**config.mk**
```make
export PLATFORM = sky130hd
export DESIGN_NAME = uart_transmitter
export DESIGN_NICKNAME = d
export VERILOG_FILES = /design/src/rtl/uart_pkg.sv /design/src/rtl/uart_baud_tick.sv /design/src/rtl/uart_transmitter.sv
export SDC_FILE = /design/constraint.sdc
export NUM_CORES = 1
export LEC_CHECK = 0
export ABC_CLOCK_PERIOD_IN_PS = 3010
export CAP_MARGIN = 20
export CORE_MARGIN = 2
export CORE_UTILIZATION = 60
export CTS_BUF_LIST = sky130_fd_sc_hd__clkbuf_4 sky130_fd_sc_hd__clkbuf_8
export DETAILED_ROUTE_END_ITERATION = 8
export GPL_ROUTABILITY_DRIVEN = 0
export HOLD_SLACK_MARGIN = 0.05
export PLACE_DENSITY_LB_ADDON = 0.12
export SETUP_SLACK_MARGIN = 0.1
export SLEW_MARGIN = 20
export SYNTH_ARGS = -nofsm -noshare
export SYNTH_HDL_FRONTEND = slang
export SYNTH_SLANG_ARGS = --single-unit
```
**constraint.sdc**
```tcl
create_clock -name clk -period 3.01 [get_ports clk]
set_clock_uncertainty 0.1 [all_clocks]
set_input_delay 0.602 -clock clk [delete_from_list [all_inputs] [get_ports clk]]
set_output_delay 0.602 -clock clk [all_outputs]
set_load 0.1 [all_outputs]
```
**src/rtl/uart_pkg.sv**
```systemverilog
// rtl/uart_pkg.sv - shared UART state encoding and frame constants
//
// Purpose: state encoding and line constants shared by the UART transmitter
//          and any receiver rework.
// Ports:   none (package).
package uart_pkg;

  typedef enum logic [2:0] {
    IDLE   = 3'd0,
    SOF    = 3'd1,
    GAP    = 3'd2,
    START  = 3'd3,
    DATA   = 3'd4,
    PARITY = 3'd5,
    STOP   = 3'd6,
    DONE   = 3'd7
  } uart_state_e;

  // Start, parity and stop bits wrapped around the payload.
  localparam int UART_FRAME_OVERHEAD = 3;

  // Level of an idle (marking) line.
  localparam logic UART_IDLE_LEVEL = 1'b1;

endpackage

```
**src/rtl/uart_baud_tick.sv**
```systemverilog
// rtl/uart_baud_tick.sv - clks_per_bit down-counter producing a bit boundary strobe
//
// Purpose: free-running bit timer. bit_tick is high in the last cycle of each
//          bit period; load re-aligns the period to start on the next cycle.
// Ports:
//   clk      in   system clock
//   rst      in   synchronous active-high reset (counter clears)
//   load     in   reload the counter to clks_per_bit-1
//   bit_tick out  high while the counter is 0 (every cycle when clks_per_bit=1)
module uart_baud_tick #(
  parameter int clks_per_bit = 1
) (
  input  logic clk,
  input  logic rst,
  input  logic load,
  output logic bit_tick
);

  localparam int CW = $clog2(clks_per_bit) + 1;
  localparam logic [CW-1:0] RELOAD = CW'(clks_per_bit - 1);

  logic [CW-1:0] count;

  always_ff @(posedge clk) begin
    if (rst) begin
      count <= '0;
    end else if (load || count == '0) begin
      count <= RELOAD;
    end else begin
      count <= count - CW'(1);
    end
  end

  assign bit_tick = (count == '0);

endmodule

```
**src/rtl/uart_transmitter.sv**
```systemverilog
// rtl/uart_transmitter.sv - UART frame serialiser with peer frame-start strobe
//
// Purpose: sends start, data (MSB first), parity and stop bits. tx_sof marks
//          the frame for the peer receiver; the start bit follows it by
//          exactly two cycles regardless of clks_per_bit.
// Ports:
//   clk       in   system clock
//   tx_enable in   synchronous active-high reset
//   tx_start  in   send request, sampled only in IDLE
//   tx_data   in   word captured on the accepting edge
//   tx_out    out  serial line, idles high
//   tx_sof    out  one-cycle frame-start strobe for the peer's rx_start
//   tx_busy   out  high from the accepting edge until frame completion
//   tx_done   out  one-cycle pulse after the stop bit
module uart_transmitter
  import uart_pkg::*;
#(
  parameter int data_width   = 8,
  parameter int clks_per_bit = 1,
  parameter int parity_odd   = 0
) (
  input  logic                  clk,
  input  logic                  tx_enable,
  input  logic                  tx_start,
  input  logic [data_width-1:0] tx_data,
  output logic                  tx_out,
  output logic                  tx_sof,
  output logic                  tx_busy,
  output logic                  tx_done
);

  localparam int IW = $clog2(data_width) + 1;
  localparam logic ODD = (parity_odd != 0);

  uart_state_e           state, state_next;
  logic [data_width-1:0] shreg;
  logic [IW-1:0]         bit_idx;
  logic                  parity_bit;
  logic                  bit_tick;
  logic                  line_bit;
  logic                  accept;

  // Reloading during GAP makes the first START cycle the first cycle of a
  // full bit period; afterwards the counter re-arms itself at each boundary.
  uart_baud_tick #(
    .clks_per_bit(clks_per_bit)
  ) u_baud (
    .clk     (clk),
    .rst     (tx_enable),
    .load    (state == GAP),
    .bit_tick(bit_tick)
  );

  always_ff @(posedge clk) begin
    if (tx_enable) state <= IDLE;
    else           state <= state_next;
  end

  always_comb begin
    state_next = state;
    accept     = 1'b0;
    line_bit   = UART_IDLE_LEVEL;
    case (state)
      IDLE: begin
        if (tx_start) begin
          accept     = 1'b1;
          state_next = SOF;
        end
      end
      SOF:   state_next = GAP;
      GAP:   state_next = START;
      START: begin
        line_bit = 1'b0;
        if (bit_tick) state_next = DATA;
      end
      DATA: begin
        line_bit = shreg[data_width-1];
        if (bit_tick && bit_idx == '0) state_next = PARITY;
      end
      PARITY: begin
        line_bit = parity_bit;
        if (bit_tick) state_next = STOP;
      end
      STOP: begin
        if (bit_tick) state_next = DONE;
      end
      DONE:    state_next = IDLE;
      default: state_next = IDLE;
    endcase
  end

  // Outputs are registered from the current state, so the line, tx_sof and
  // tx_done all trail the state register by one cycle together.
  always_ff @(posedge clk) begin
    if (tx_enable) begin
      shreg      <= '0;
      bit_idx    <= '0;
      parity_bit <= 1'b0;
      tx_out     <= UART_IDLE_LEVEL;
      tx_sof     <= 1'b0;
      tx_busy    <= 1'b0;
      tx_done    <= 1'b0;
    end else begin
      if (accept) begin
        shreg      <= tx_data;
        parity_bit <= (^tx_data) ^ ODD;
        tx_busy    <= 1'b1;
      end
      if (state == START && bit_tick) begin
        bit_idx <= IW'(data_width - 1);
      end
      if (state == DATA && bit_tick) begin
        shreg <= shreg << 1;
        if (bit_idx != '0) bit_idx <= bit_idx - IW'(1);
      end
      if (state == DONE) tx_busy <= 1'b0;
      tx_out  <= line_bit;
      tx_sof  <= (state == SOF);
      tx_done <= (state == DONE);
    end
  end

endmodule

```
==> run_results.csv <==
group,metric,value,unit
pwr,p_seq_frac,0.537,
place,io_buffers,14,
synth,netlist_area,1100,um^2
sta,final.period_utilization,0.658,
pwr,total_power,0.000591,W
routing,vias_per_cell,5.43,
clocking,hold_buffers,0,
synth,ys_ff_latch,21,
pwr,p_clk_frac,0.243,
grt,busiest_layer,"met2",
synth,synth-edff-count,0,
die,row_count,15,
sta,clock.fmax,505,MHz
synth,ys_async_sr_fraction,0,
pwr,pwr_density_cell,474,nW/um^2
pwr,p_int,0.000421,W
layout,layout-drive-gt1-share,0.160,
clocking,cts-root-buf,"clkbuf_4",
sta,finalHoldViolCount,0,
pwr,swShare,0.288,
sta,min_period,1.98,ns
synth,synth.area.top_cells,"dfxtp_1 (38%), mux2i_1 (9.1%), a211oi_2 (7.9%)",
synth,netlist_instances,115,
routing,wire_per_inst,12.4,um
grt,grt_pass1_vias,733,
synth,synth_fp_nets,127,
clocking,cts_inserted_buffers,3,
layout,diodes,0,
sta,slew_viol_final,0,
grt,globalRouteMet2Util,0.334,
synth,synthFlopType,"dfxtp_1",
routing,drc,0,
worst_setup_path,r2r-start,"state[2]$_SDFFE_PP0P_",
clocking,cts_setup_buffers,0,
routing,drt_wl_total,1.86,mm
grt,grt_max_degree,20,
pwr,p_leak,0.465,nW
synth,synth_most_common_cell,"dfxtp_1",
grt,use_met1,0.262,
grt,antenna_found_initial,0,
worst_setup_path,crit_type,"flop to flop",
routing,drt_first_pass_iters,4,
sta,grt_setup_unrepaired,"false",
synth,synthTopCellsByCount,"dfxtp_1 (21), nor2_1 (13), mux2i_1 (10)",
clocking,cts_resized,0,
routing,antenna_left,0,
worst_hold_path,hold_start,"parity_bit$_SDFFE_PP0P_",
worst_setup_path,r2r_end,"bit_idx[2]$_SDFF_PP0_",
pwr,power_frac_comb,0.221,
worst_setup_path,critPathCaptureType,"flop",
die,core,1730,um^2
grt,grt_pass1_wl,3.17,mm
place,dpl.hpwl,1.35,mm
worst_hold_path,hold_path.class,"flop to flop",
die,io_pins,15,
worst_setup_path,ff2ff_path_depth,4,
worst_setup_path,r2r_setup_slack,1.03,ns
die,die_w,46.9,um
worst_setup_path,cp_max_fo,15,
clocking,htreeDepth,1,
routing,routed-via-count,815,
clocking,clock_latency,0.30,ns
outcome,status,"complete, no violations",
grt,groute.usage.overall,0.203,
routing,first_iter_violations,14,
clocking,cts_tree,"built",
synth,post_synth.cell_area_avg,9.60,um^2
layout,nNetsFinal,138,
synth,yosysTopAreaCellShare,0.381,
synth,ys_warn_count,0,
layout,fillers,137,
sta,setup_viol_count_final,0,
pwr,p_switching,0.000170,W
synth,ys_types,36,
sta,relSlewSlack,0.452,
worst_setup_path,arrival,2.09,ns
clocking,clkSinkCount,21,
layout,area_growth,13.0,%
worst_setup_path,crit_required,3.11,ns
grt,met3_usage,0.0808,
synth,synth_top_area_cell,"dfxtp_1",
sta,setup_tns,0,ns
die,start_util,0.639,
die,dieArea,2200,um^2
sta,worst_pin_slew,0.819,ns
clocking,cts.path.max_buffers,2,
pwr,vdd_drop_max,0.398,mV
flow_run,maxCapViolCount,0,
grt,gr-total-overflow,0,
worst_setup_path,start_kind,"flop",
worst_hold_path,min_to,"parity_bit$_SDFFE_PP0P_",
worst_hold_path,hold_depth,2,
synth,synth-seq-area-share,0.381,
die,fp.dieH,46.9,um
clocking,path_clk_slew,0.12,ns
[cells in the final DEF, fill, tap and decap left out, types with 4 or more instances in the layout]
master | Yosys | layout
a211oi_2 | 7 | 7
a21oi_1 | 6 | 6
buf_4 | 1 | 5
clkbuf_4 | 0 | 4
clkdlybuf4s50_1 | 0 | 10
dfxtp_1 | 21 | 21
inv_1 | 4 | 4
mux2i_1 | 10 | 10
nor2_1 | 13 | 13
nor3_1 | 5 | 5
xnor2_1 | 8 | 8
[sequential cells by signal, indices dropped and copies added, names as in the netlist]
signal        count
tx_done           1
state             3
bit_idx           4
tx_busy           1
tx_sof            1
u_baud.count      1
shreg             8
tx_out            1
parity_bit        1
[power by group through the flow]
stage / Clock [W] / Sequential, W / Combinational, W
after global placement: 0 / 0.000323 / 0.000128
after global routing: 0.000159 / 0.000321 / 0.000141
after detailed placement: 0 / 0.000324 / 0.000131
final: 0.000144 / 0.000317 / 0.000130
after CTS: 0.000149 / 0.000317 / 0.000131
after floorplan: 0 / 0.000334 / 0.0000895
[layer usage]
layer | vias to the layer above | routed length [um]
met4 | 0 | 0
met2 | 12 | 896
met5 | - | 0
li1 | 424 | -
met3 | 0 | 82
met1 | 379 | 876
[critical path, stage by stage (launching register included)]
cell,delay (ns)
dfxtp_1,0.60
or4b_1,0.79
nor2_1,0.19
nor2_1,0.05
o21a_1,0.15
[worst max-delay path by stage]
stage	start	to	slack, ns	cells after the start
global placement	tx_start	shreg[4]$_SDFFE_PP0P_	0.89	5
detailed placement	tx_start	shreg[2]$_SDFFE_PP0P_	0.86	5
CTS	state[2]$_SDFFE_PP0P_	bit_idx[2]$_SDFF_PP0_	1.02	4
finish	state[2]$_SDFFE_PP0P_	bit_idx[2]$_SDFF_PP0_	1.03	4
floorplan	tx_busy$_SDFFE_PP0P_	tx_busy	1.37	0
global route	state[2]$_SDFFE_PP0P_	bit_idx[2]$_SDFF_PP0_	0.85	4
[area by class of cell]
class | count | area (um^2) | share of cell area
clock buffers | 4 | 30.0 | 0.0241
inverters | 4 | 15.0 | 0.0120
well taps | 25 | 31.3 | 0.0251
repair buffers | 15 | 138 | 0.110
multi-input cells | 81 | 613 | 0.491
flip-flops and latches | 21 | 420 | 0.337
[stage by stage]
| stage | util | std cells | setup WS (ns) | hold slack (ns) | area, um^2 |
|---|---|---|---|---|---|
| 6_report | 0.722 | 150 | 1.03 | 0.410 | 1250 |
| 5_1_grt | 0.722 | 150 | 0.850 | 0.431 | 1250 |
| 4_1_cts | 0.722 | 150 | 1.02 | 0.415 | 1250 |
| 3_5_place_dp | 0.705 | 146 | 0.864 | 0.399 | 1220 |
| 3_3_place_gp | 0.705 | 146 | 0.894 | 0.385 | 1220 |
| 2_1_floorplan | - | 115 | 1.37 | 0.367 | 1100 |
[logic make-up after synthesis]
| logic type | after synthesis | share of synthesized area |
|---|---|---|
| other | 1 | 0.00340 |
| flip-flops | 21 | 0.381 |
| AO/OA/AOI/OAI | 25 | 0.183 |
| AND/OR/NAND/NOR | 36 | 0.204 |
| adder cells (fa/ha/maj) | 1 | 0.0113 |
| buffers and inverters | 13 | 0.0635 |
| XOR/XNOR | 8 | 0.0635 |
| multiplexers | 10 | 0.0907 |
Note: power is estimated with default switching activity, not from simulation.
